**src/rtl/csa_serial_addsub_pkg.sv**
```systemverilog
// Shared types and sizing helpers for the nibble-serial add/subtract unit.
package csa_serial_addsub_pkg;

  typedef enum logic [1:0] {
    IDLE = 2'd0,
    RUN  = 2'd1,
    FIN  = 2'd2
  } state_t;

  localparam int SLICE_W = 4;

  // Number of slice passes for a given operand width.
  function automatic int nibbles(input int w);
    return w / SLICE_W;
  endfunction

  // Nibble counter width (at least one bit).
  function automatic int cnt_w(input int w);
    return (w / SLICE_W > 1) ? $clog2(w / SLICE_W) : 1;
  endfunction

endpackage

```
**src/rtl/csa_serial_addsub_csa4.sv**
```systemverilog
// 4-bit carry-select adder slice: both carry-in outcomes are formed in
// parallel and c_in picks one. p is the group propagate.
module csa_4_bit (
  output logic [3:0] sum,
  output logic       c_out,
  output logic       p,
  input  logic [3:0] a,
  input  logic [3:0] b,
  input  logic       c_in
);

  logic [4:0] s0, s1;

  assign s0    = {1'b0, a} + {1'b0, b};
  assign s1    = {1'b0, a} + {1'b0, b} + 5'd1;
  assign sum   = c_in ? s1[3:0] : s0[3:0];
  assign c_out = c_in ? s1[4]   : s0[4];
  assign p     = &(a ^ b);

endmodule

```
**src/rtl/csa_serial_addsub.sv**
```systemverilog
// Multi-cycle add/subtract: one nibble per clock through a single csa_4_bit
// slice. Subtraction uses ~b with carry-in 1. Result and flags are written
// on the edge that enters FIN so they are visible together with done.
module csa_serial_addsub
  import csa_serial_addsub_pkg::*;
#(
  parameter int WIDTH = 16
) (
  input  logic             clk,
  input  logic             rst,
  input  logic             start,
  input  logic             sub,
  input  logic [WIDTH-1:0] a,
  input  logic [WIDTH-1:0] b,
  output logic             busy,
  output logic             done,
  output logic [WIDTH-1:0] result,
  output logic             cb,
  output logic             ovf,
  output logic             zero
);

  localparam int NIBBLES = nibbles(WIDTH);
  localparam int CW      = cnt_w(WIDTH);

  state_t           state, state_nx;
  logic [CW-1:0]    cnt;
  logic             carry;
  logic             sub_r;
  logic             a_msb, b_msb;   // sign bits kept aside; operand regs shift out
  logic [WIDTH-1:0] a_r, b_r, work;
  logic [WIDTH-1:0] res_nx;
  logic [3:0]       sl_sum;
  logic             sl_co;
  logic             sl_p_unused;    // slice propagate is not needed here
  logic             last;

  csa_4_bit u_slice (
    .sum   (sl_sum),
    .c_out (sl_co),
    .p     (sl_p_unused),
    .a     (a_r[3:0]),
    .b     (b_r[3:0]),
    .c_in  (carry)
  );

  assign last   = (cnt == CW'(NIBBLES - 1));
  assign res_nx = {sl_sum, work[WIDTH-1:4]};
  assign busy   = (state == RUN);
  assign done   = (state == FIN);

  // State register.
  always_ff @(posedge clk) begin
    if (rst) state <= IDLE;
    else     state <= state_nx;
  end

  // Next-state logic.
  always_comb begin
    state_nx = state;
    case (state)
      IDLE:    if (start) state_nx = RUN;
      RUN:     if (last)  state_nx = FIN;
      FIN:     state_nx = IDLE;
      default: state_nx = IDLE;
    endcase
  end

  // Operand capture, nibble-serial datapath and result/flag latching.
  always_ff @(posedge clk) begin
    if (rst) begin
      cnt    <= '0;
      carry  <= 1'b0;
      sub_r  <= 1'b0;
      a_msb  <= 1'b0;
      b_msb  <= 1'b0;
      a_r    <= '0;
      b_r    <= '0;
      work   <= '0;
      result <= '0;
      cb     <= 1'b0;
      ovf    <= 1'b0;
      zero   <= 1'b0;
    end else begin
      case (state)
        IDLE: if (start) begin
          a_r   <= a;
          b_r   <= sub ? ~b : b;
          sub_r <= sub;
          carry <= sub;
          cnt   <= '0;
          a_msb <= a[WIDTH-1];
          b_msb <= sub ? ~b[WIDTH-1] : b[WIDTH-1];
        end
        RUN: begin
          a_r   <= a_r >> 4;
          b_r   <= b_r >> 4;
          carry <= sl_co;
          work  <= res_nx;
          cnt   <= cnt + 1'b1;
          if (last) begin
            result <= res_nx;
            cb     <= sub_r ^ sl_co;   // borrow is the inverted carry
            ovf    <= (a_msb == b_msb) && (res_nx[WIDTH-1] != a_msb);
            zero   <= (res_nx == '0);
          end
        end
        default: ;
      endcase
    end
  end

endmodule

```
**config.mk**
```make
export PLATFORM = sky130hd
export DESIGN_NAME = csa_serial_addsub
export DESIGN_NICKNAME = d
export VERILOG_FILES = /design/src/rtl/csa_serial_addsub_pkg.sv /design/src/rtl/csa_serial_addsub_csa4.sv /design/src/rtl/csa_serial_addsub.sv
export SDC_FILE = /design/constraint.sdc
export NUM_CORES = 1
export LEC_CHECK = 0
export ABC_AREA = 0
export CAP_MARGIN = 5
export CORE_ASPECT_RATIO = 0.75
export CORE_MARGIN = 4
export CORE_UTILIZATION = 42
export DETAILED_ROUTE_END_ITERATION = 10
export GPL_ROUTABILITY_DRIVEN = 0
export PLACE_DENSITY_LB_ADDON = 0.25
export SYNTH_ARGS = -nofsm -noshare
export SYNTH_HDL_FRONTEND = slang
export SYNTH_SLANG_ARGS = --single-unit
```
**constraint.sdc**
```tcl
create_clock -name clk -period 2.8 [get_ports clk]
set_input_delay 0.28 -clock clk [delete_from_list [all_inputs] [get_ports clk]]
set_output_delay 0.28 -clock clk [all_outputs]
set_load 0.02 [all_outputs]
```
==> impl_metrics.env, run 1 <==
export IMPL_synth_warnings=0
export IMPL_finalWirelength_um=7350
export IMPL_synth_ff_type="dfxtp_1"
export IMPL_die_area_um2=8800
export IMPL_die_y_um=82.3
export IMPL_vias_per_cell=5.13
export IMPL_worstSetupPathType="reg2reg"
export IMPL_min_period_ns=2.34
export IMPL_period_share_pct=83.4
export IMPL_nFillCells=661
export IMPL_rr_worst_depth=7
export IMPL_postRouteAntennaNets=0
export IMPL_cpMaxStageDelayCell="fa_1"
export IMPL_cp_end_kind="flop"
export IMPL_syn_area_per_cell_um2=8.23
export IMPL_internal_power_w=0.00172
export IMPL_comb_power_share_pct=14.7
export IMPL_status="complete, no violations"
export IMPL_cp_max_fo=5
export IMPL_timing_rr_end="ovf$_SDFFE_PP0P_"
export IMPL_skew_ns=0.00775
export IMPL_max_stage_delay_ns=0.58
export IMPL_startpoint_type="flop"
export IMPL_ir_worst_vdd_mv=0.249
export IMPL_ys_ff_latch=71
export IMPL_worstPathArrival_ns=2.59
export IMPL_synth_top_area_share_pct=46.0
export IMPL_dp_hpwl_um=5100
export IMPL_synth_nets=418
export IMPL_overflow=0
export IMPL_leakagePower_nw=1.42
export IMPL_maxCapViolCount=0
export IMPL_initialDrtViolationCount=157
export IMPL_drv_slew=0
export IMPL_numCtsBuffers=9
export IMPL_async_flop_share_pct=0
export IMPL_synth_edf_count=0
export IMPL_post_route_cells_drive_above_1_share_pct=7.75
export IMPL_dr_total_vias=2688
export IMPL_ctsResizeCount=0
export IMPL_grt_max_degree=44
export IMPL_first_global_vias=2570
export IMPL_n_antenna_cell=0
export IMPL_maxSlewHeadroom_pct=48.5
export IMPL_wl_met2_um=3210
export IMPL_endpoint="ovf$_SDFFE_PP0P_"
export IMPL_path_clk_slew_ns=0.08
export IMPL_hold_buffers=0
export IMPL_p_per_area_nw_per_um2=598
export IMPL_max_freq_mhz=428
export IMPL_yosysTopAreaCell="dfxtp_1"
export IMPL_utilization_pct=56.5
export IMPL_antenna_found_initial=0
export IMPL_pwr_share_clk_pct=38.4
export IMPL_core_area_um2=6960
export IMPL_ys_seq_area_share_pct=46.0
export IMPL_nNetsFinal=464
export IMPL_cts_tree="done"
export IMPL_final_common_cell="nand2_1"
export IMPL_clock_latency_ns=0.36
export IMPL_cts_setup_buffers=0
export IMPL_ys_types=41
export IMPL_worstReg2RegStart="a_r[0]$_SDFFE_PP0P_"
export IMPL_rsz0062_at_grt="false"
export IMPL_wl_per_cell_um=14.0
export IMPL_rows=26
export IMPL_tightest_slew_ns=0.773
export IMPL_syn2layout_area_growth_pct=27.4
export IMPL_critPathLaunch="a_r[0]$_SDFFE_PP0P_"
export IMPL_drt_pass1_iterations=4
export IMPL_final_hold_violation_count=0
export IMPL_mostFrequentLayoutCells="nand2_1 (86), dfxtp_1 (71), nor2_1 (56)"
export IMPL_synth_top_cells_by_area="dfxtp_1 (46%), nand2_1 (10%), nor2_1 (6.8%), a21oi_1 (5.8%), xnor2_1 (4.3%)"
export IMPL_cts_htree_levels=3
export IMPL_synth_area_um2=3090
export IMPL_wl_met1_um=3580
export IMPL_setup_viol=0
export IMPL_cts_root_buffer="clkbuf_8"
export IMPL_p_sw_w=0.000630
export IMPL_ios=57
export IMPL_cp_data_required_time_ns=3.06
export IMPL_p_total_w=0.00235
export IMPL_start_util_pct=44.4
export IMPL_drc_errors=0
export IMPL_die_w_um=107
export IMPL_top_layer="met4"
export IMPL_reg2reg_setup_slack_ns=0.46
export IMPL_p_sw_share_pct=26.8
export IMPL_io_buffers=56
export IMPL_cts_sinks=71
export IMPL_clock_path_buffers=2
export IMPL_seqPwrFrac_pct=46.9
export IMPL_cp_cell_sequence="ha_1 -> fa_1 -> and4_1 -> and4b_1 -> a211oi_2 -> or3_1 -> a311oi_1"
export IMPL_tns_ns=0
export IMPL_synthCells=375
export IMPL_grt_pass1_wl_um=12200
export IMPL_min_path_type="in2reg"
export IMPL_grt_use_total_pct=17.6
export IMPL_met3_length_um=453
-- registers in the layout, indices dropped and copies added, names as in the netlist --
name and count:
cnt 2, sub_r 1, cb 1, b_msb 1
state 2, carry 1, result 16, work 12
ovf 1, b_r 16, a_msb 1, a_r 16
zero 1
-- routing by layer --
layer / track usage [%] / up-vias
li1: - / 1380
met1: 23.3 / 1231
met2: 26.8 / 64
met3: 6.45 / 13
met4: 6.00 / 0
met5: 0 / -
-- stage by stage --
stage	cell area, um2	setup WS (ns)	cells	hold slack (ns)
floorplan	3090	0.666	375	0.416
global placement	3710	0.590	508	0.445
detailed placement	3710	0.502	508	0.446
CTS	3930	0.483	524	0.441
global route	3930	0.329	524	0.459
finish	3930	0.464	524	0.447
-- kinds of logic (layout without fill, tap and decap cells) --
| kind of cell | Yosys count | count (layout) | share of synthesized area, % |
|---|---|---|---|
| XOR/XNOR | 21 | 21 | 6.69 |
| adder cells (fa/ha/maj) | 7 | 7 | 3.08 |
| flip-flops | 71 | 71 | 46.0 |
| multiplexers | 1 | 1 | 0.324 |
| AND/OR/NAND/NOR | 168 | 168 | 22.5 |
| buffers and inverters | 30 | 81 | 3.81 |
| AO/OA/AOI/OAI | 77 | 77 | 17.5 |
-- layout make-up --
class	instances	area, um2	share of cell area (%)
repair buffers	64	616	15.7
multi-input cells	274	1550	39.4
clock inverters	7	96.3	2.45
flip-flops and latches	71	1420	36.1
clock buffers	9	124	3.15
inverters	1	3.75	0.0955
well taps	98	123	3.12
-- cell usage after synthesis, drive strengths merged, types with 2 or more instances --
| cell | count |
|---|---|
| dfxtp | 71 |
| a21o | 2 |
| xnor2 | 16 |
| xor2 | 4 |
| a211oi | 8 |
| a311oi | 13 |
| and2 | 2 |
| buf | 5 |
| a21oi | 36 |
| nand3 | 10 |
| clkbuf | 24 |
| nand2 | 86 |
| nor4 | 3 |
| a221oi | 12 |
| ha | 6 |
| nor2 | 56 |
| and3 | 2 |
-- worst min-delay path by stage --
stage | slack [ns] | to | cells past startpoint | from
6_report | 0.45 | cnt[0]$_SDFFE_PP0P_ | 2 | rst
5_1_grt | 0.46 | cnt[0]$_SDFFE_PP0P_ | 2 | rst
4_1_cts | 0.44 | cnt[0]$_SDFFE_PP0P_ | 2 | rst
3_5_place_dp | 0.45 | result[8]$_SDFFE_PP0P_ | 2 | result[8]$_SDFFE_PP0P_
3_3_place_gp | 0.44 | a_r[15]$_SDFFE_PP0P_ | 2 | a_r[15]$_SDFFE_PP0P_
2_1_floorplan | 0.42 | a_r[12]$_SDFFE_PP0P_ | 2 | a[12]
-- worst max-delay path, delay by kind of cell (launching register included) --
family	cells	cell delay, ns
fa+ha+maj	2	0.81
simple gates	3	0.76
compound gates	2	0.35
flops	1	0.32
-- power groups by stage --
stage / combinational (W) / sequential [W] / clock, W
3_3_place_gp: 0.000336 / 0.00112 / 0
6_report: 0.000346 / 0.00110 / 0.000903
4_1_cts: 0.000347 / 0.00110 / 0.000915
3_5_place_dp: 0.000344 / 0.00113 / 0
2_1_floorplan: 0.000239 / 0.00111 / 0
5_1_grt: 0.000384 / 0.00111 / 0.000966
(Power assumes the default switching activity.)
==> inputs of run 2 (changes only) <==
- clock period: 2.8 -> 1.9 ns (I/O delays scaled with it)
==> run 2 against run 1 <==
The flow now finishes with violations (negative setup slack). Sequential cell count unchanged. Clock-buffer cell count unchanged. Clock skew decreased by 0.0016 ns. Maximum frequency increased by 8.5%. Largest cell class unchanged.
==> impl_metrics.env, run 2 (synthesis results as in run 1) <==
export IMPL_maxSlewHeadroom_pct=65.6
export IMPL_utilization_pct=59.9
export IMPL_cp_end_kind="flop"
export IMPL_nNetsFinal=480
export IMPL_clock_path_buffers=2
export IMPL_post_route_cells_drive_above_1_share_pct=13.1
export IMPL_path_clk_slew_ns=0.08
export IMPL_fin_ws_ns=-0.253
export IMPL_top_regs="a_r x16, b_r x16, result x16"
export IMPL_groute_layer_met2_usage_pct=27.3
export IMPL_initialDrtViolationCount=170
export IMPL_die_w_um=107
export IMPL_cts_root_buffer="clkbuf_8"
export IMPL_cp_data_required_time_ns=2.17
export IMPL_violations="negative setup slack"
export IMPL_postRouteAntennaNets=0
export IMPL_dp_hpwl_um=5450
export IMPL_grt_pass1_wl_um=12500
export IMPL_cts_tree="done"
export IMPL_ir_worst_vdd_mv=0.461
export IMPL_grt_use_total_pct=18.3
export IMPL_cts_htree_levels=3
export IMPL_io_buffers=56
export IMPL_min_period_ns=2.15
export IMPL_die_area_um2=8800
export IMPL_overflow=0
export IMPL_tightest_slew_ns=0.515
export IMPL_rows=26
export IMPL_clock_latency_ns=0.35
export IMPL_rsz0062_at_grt="true"
export IMPL_n_antenna_cell=0
export IMPL_status="complete, but fails checks"
export IMPL_multi_input_area_um2=1620
export IMPL_worstPathArrival_ns=2.42
export IMPL_core_area_um2=6960
export IMPL_final_hold_violation_count=0
export IMPL_mostFrequentLayoutCells="nand2_1 (86), dfxtp_1 (69), nor2_1 (56)"
export IMPL_placed_area_um2=3870
export IMPL_vias_per_cell=5.10
export IMPL_whs_ns=0.242
export IMPL_start_util_pct=44.4
export IMPL_drc_errors=0
export IMPL_antenna_found_initial=0
export IMPL_min_path_type="in2reg"
export IMPL_drv_slew=0
export IMPL_drt_pass1_iterations=5
export IMPL_tns_ns=-1.25
export IMPL_period_share_pct=113
export IMPL_startpoint_type="flop"
export IMPL_grt_busiest_layer="met2"
export IMPL_met3_usage_pct=6.14
export IMPL_hold_buffers=0
export IMPL_fin_area_um2=4170
export IMPL_die_y_um=82.3
export IMPL_syn2layout_area_growth_pct=35.0
export IMPL_max_freq_mhz=465
export IMPL_cp_max_fo=4
export IMPL_p_per_area_nw_per_um2=888
export IMPL_ios=57
export IMPL_numCtsBuffers=9
export IMPL_wl_per_cell_um=13.9
export IMPL_leakagePower_nw=1.54
export IMPL_finalWirelength_um=7530
export IMPL_cts_sinks=71
export IMPL_maxCapViolCount=0
export IMPL_first_global_vias=2614
export IMPL_dp_slack_ns=-0.269
export IMPL_worstSetupPathType="reg2reg"
export IMPL_final_common_cell="nand2_1"
export IMPL_dr_total_vias=2755
export IMPL_ff_latch_area_um2=1420
export IMPL_nFillCells=623
export IMPL_grt_max_degree=44
export IMPL_setup_viol=10
export IMPL_skew_ns=0.00611
export IMPL_met1_usage_pct=25.6
[run 2: where the power goes]
part / internal [W] / switching (W) / leakage, nW
clock: 0.000876 / 0.000582 / 0.120
combinational: 0.000304 / 0.000309 / 0.835
sequential: 0.00157 / 0.0000626 / 0.580
[run 2: worst paths after layout]
check,startpoint,end,slack [ns],cells after the start
worst max-delay path,b_r[0]$_SDFFE_PP0P_,ovf$_SDFFE_PP0P_,-0.25,7
worst min-delay path,rst,cnt[0]$_SDFFE_PP0P_,0.24,2
worst max register to register,b_r[0]$_SDFFE_PP0P_,ovf$_SDFFE_PP0P_,-0.25,7
worst min register to register,result[9]$_SDFFE_PP0P_,result[9]$_SDFFE_PP0P_,0.46,2
[run 2: per-stage QoR]
| step | std cells | power (W) |
|---|---|---|
| finish | 540 | 0.00370 |
| CTS | 540 | 0.00372 |
| detailed placement | 523 | 0.00224 |
| floorplan | 375 | 0.00201 |
| global route | 540 | 0.00386 |
| global placement | 523 | 0.00222 |
[run 2: routing by layer]
metal	wire length (um)	vias up
met5	0	-
met1	3700	1271
li1	-	1413
met3	441	6
met4	73	0
met2	3320	65
[run 2: area by class of cell]
class,count,area share (%)
clock buffers,9,2.97
clock inverters,7,2.88
inverters,1,0.0900
multi-input cells,274,38.9
flip-flops and latches,71,34.1
well taps,98,2.94
repair buffers,80,18.0
[run 2: what timing repair did]
action | 4_1_cts | 5_1_grt
buffers inserted | 1 | 0
resized for setup | 3 | 4
pin swaps | 6 | 2
setup endpoints to repair | 9 | 10
[run 2: critical path, cell delays in order, from the launching register on]
cell      delay, ns
dfxtp_2        0.34
ha_4           0.16
fa_2           0.57
and4_1         0.19
and4b_1        0.21
a211oi_2       0.06
or3_1          0.32
a311oi_2       0.23
==> inputs of run 3 (changes only) <==
- CORE_UTILIZATION: 42 -> 40
==> run 3 against run 2 <==
The run still ends with negative setup slack left. Highest routed layer unchanged. Critical path type unchanged. Setup slack got worse by 0.062 ns. Power is 10% lower. Register-to-register slack worse by 0.06 ns. Global-route usage decreased by 1.0 points. Clock power is 27% lower. Via count is the same. Final cell count grew 0.74%.
==> impl_metrics.env, run 3 (synthesis results as in run 1) <==
export IMPL_status="complete, but fails checks"
export IMPL_violations="negative setup slack"
export IMPL_die_area_um2=9200
export IMPL_cp_data_required_time_ns=2.15
export IMPL_numCtsBuffers=9
export IMPL_cpMaxStageDelayCell="fa_2"
export IMPL_p_sw_w=0.000933
export IMPL_min_path_type="in2reg"
export IMPL_whs_ns=0.293
export IMPL_syn2layout_area_growth_pct=34.2
export IMPL_worstReg2RegStart="b_r[0]$_SDFFE_PP0P_"
export IMPL_post_route_cells_drive_above_1_share_pct=14.2
export IMPL_top_regs="a_r x16, b_r x16, result x16"
export IMPL_ff_latch_area_um2=1420
export IMPL_fin_ws_ns=-0.315
export IMPL_maxSlewHeadroom_pct=64.9
export IMPL_place_inst=525
export IMPL_p_sw_share_pct=28.1
export IMPL_cp_num_cells=7
export IMPL_dp_hpwl_um=5260
export IMPL_setup_viol=10
export IMPL_utilization_pct=55.8
export IMPL_ir_worst_vdd_mv=0.318
export IMPL_rows=27
export IMPL_vias_per_cell=5.06
export IMPL_hold_buffers=0
export IMPL_tns_ns=-1.60
export IMPL_p_per_area_nw_per_um2=801
export IMPL_skew_ns=0.00736
export IMPL_grt_max_degree=44
export IMPL_cp_cell_sequence="ha_4 -> fa_2 -> and4_1 -> and4b_1 -> a211oi_2 -> or3_1 -> a311oi_2"
export IMPL_initialDrtViolationCount=130
export IMPL_min_period_ns=2.22
export IMPL_critPathLaunch="b_r[0]$_SDFFE_PP0P_"
export IMPL_maxCapViolCount=0
export IMPL_cts_htree_levels=3
export IMPL_start_util_pct=41.5
export IMPL_finalWirelength_um=7420
export IMPL_drt_pass1_iterations=5
export IMPL_path_clk_slew_ns=0.07
export IMPL_io_buffers=56
export IMPL_core_area_um2=7430
export IMPL_max_stage_delay_ns=0.56
export IMPL_cts_root_buffer="clkbuf_8"
export IMPL_final_hold_violation_count=0
export IMPL_wl_per_cell_um=13.6
export IMPL_rr_worst_depth=7
export IMPL_mostFrequentLayoutCells="nand2_1 (84), dfxtp_1 (69), nor2_1 (55), clkdlybuf4s50_1 (55), a21oi_1 (36)"
export IMPL_cts_sinks=71
export IMPL_seqPwrFrac_pct=49.1
export IMPL_p_total_w=0.00332
export IMPL_cts_tree="done"
export IMPL_max_freq_mhz=451
export IMPL_startpoint_type="flop"
export IMPL_pwr_share_clk_pct=32.0
export IMPL_critPathTopFamily="simple AND/OR/NAND/NOR gates"
export IMPL_worstPathArrival_ns=2.47
export IMPL_rsz0062_at_grt="true"
export IMPL_drc_errors=0
export IMPL_cp_end_kind="flop"
export IMPL_overflow=0
export IMPL_first_global_vias=2666
export IMPL_postRouteAntennaNets=0
export IMPL_tightest_slew_ns=0.525
export IMPL_n_antenna_cell=0
export IMPL_clock_path_buffers=2
export IMPL_comb_power_share_pct=18.9
export IMPL_crit_buf_inv=0
export IMPL_finalNonFillerCells=544
export IMPL_endpoint="ovf$_SDFFE_PP0P_"
export IMPL_leakagePower_nw=1.52
export IMPL_drv_slew=0
export IMPL_die_w_um=109
export IMPL_period_share_pct=117
export IMPL_clock_latency_ns=0.34
export IMPL_internal_power_w=0.00239
export IMPL_worstSetupPathType="reg2reg"
export IMPL_die_y_um=84.1
export IMPL_dr_total_vias=2755
export IMPL_grt_pass1_wl_um=12600
export IMPL_antenna_found_initial=0
export IMPL_multi_input_area_um2=1640
export IMPL_timing_rr_end="ovf$_SDFFE_PP0P_"
export IMPL_ios=57
export IMPL_cp_max_fo=4
export IMPL_final_common_cell="nand2_1"
export IMPL_nNetsFinal=481
export IMPL_grt_use_total_pct=17.3
export IMPL_reg2reg_setup_slack_ns=-0.32
export IMPL_nFillCells=684
-- run 3: cell types whose count changed in the layout (fill, tap and decap cells not counted), sizes merged --
cell | before | now
clkinvlp | 1 | 2
inv | 2 | 1
clkbuf | 9 | 11
clkinv | 2 | 3
bufinv | 3 | 0
buf | 25 | 26
-- run 3: timing repair --
item                       CTS  global route
setup endpoints to repair    9            10
pin swaps                    8             1
buffers inserted             2             1
resized for setup           10             2
-- run 3: power groups by stage --
stage          Sequential (W)  Combinational, W  Clock (W)
6_report              0.00163          0.000629    0.00106
5_1_grt               0.00164          0.000697    0.00116
4_1_cts               0.00163          0.000618    0.00110
3_5_place_dp          0.00166          0.000581          0
3_3_place_gp          0.00166          0.000569          0
2_1_floorplan         0.00164          0.000369          0
-- run 3: cell type report --
class | count | area share, %
Multi-Input combinational cell | 274 | 39.7
Clock inverter | 5 | 0.815
Inverter | 1 | 0.0906
Tap cell | 101 | 3.05
Sequential cell | 71 | 34.3
Timing Repair Buffer | 81 | 18.6
Clock buffer | 11 | 3.41
-- run 3: worst min path at each step --
stage,startpoint,endpoint,slack [ns],depth (start not counted)
global placement,a_r[15]$_SDFFE_PP0P_,a_r[15]$_SDFFE_PP0P_,0.44,2
finish,rst,state[0]$_SDFFE_PP0P_,0.29,2
global route,rst,cnt[0]$_SDFFE_PP0P_,0.31,2
floorplan,a[12],a_r[12]$_SDFFE_PP0P_,0.33,2
detailed placement,result[9]$_SDFFE_PP0P_,result[9]$_SDFFE_PP0P_,0.45,2
CTS,rst,cnt[0]$_SDFFE_PP0P_,0.27,2
-- run 3: metal layers --
metal | GRT usage [%] | part of all wire, % | wire length [um]
met1 | 24.9 | 49 | 3610
met2 | 24.1 | 43 | 3210
met3 | 6.19 | 6.9 | 515
met4 | 4.98 | 1.1 | 81
met5 | 0 | 0 | 0
-- run 3: metrics by stage --
stage	setup slack (ns)	cell area [um2]
3_5_place_dp	-0.284	3880
4_1_cts	-0.290	4130
2_1_floorplan	-0.192	3120
3_3_place_gp	-0.221	3880
6_report	-0.315	4150
5_1_grt	-0.396	4150
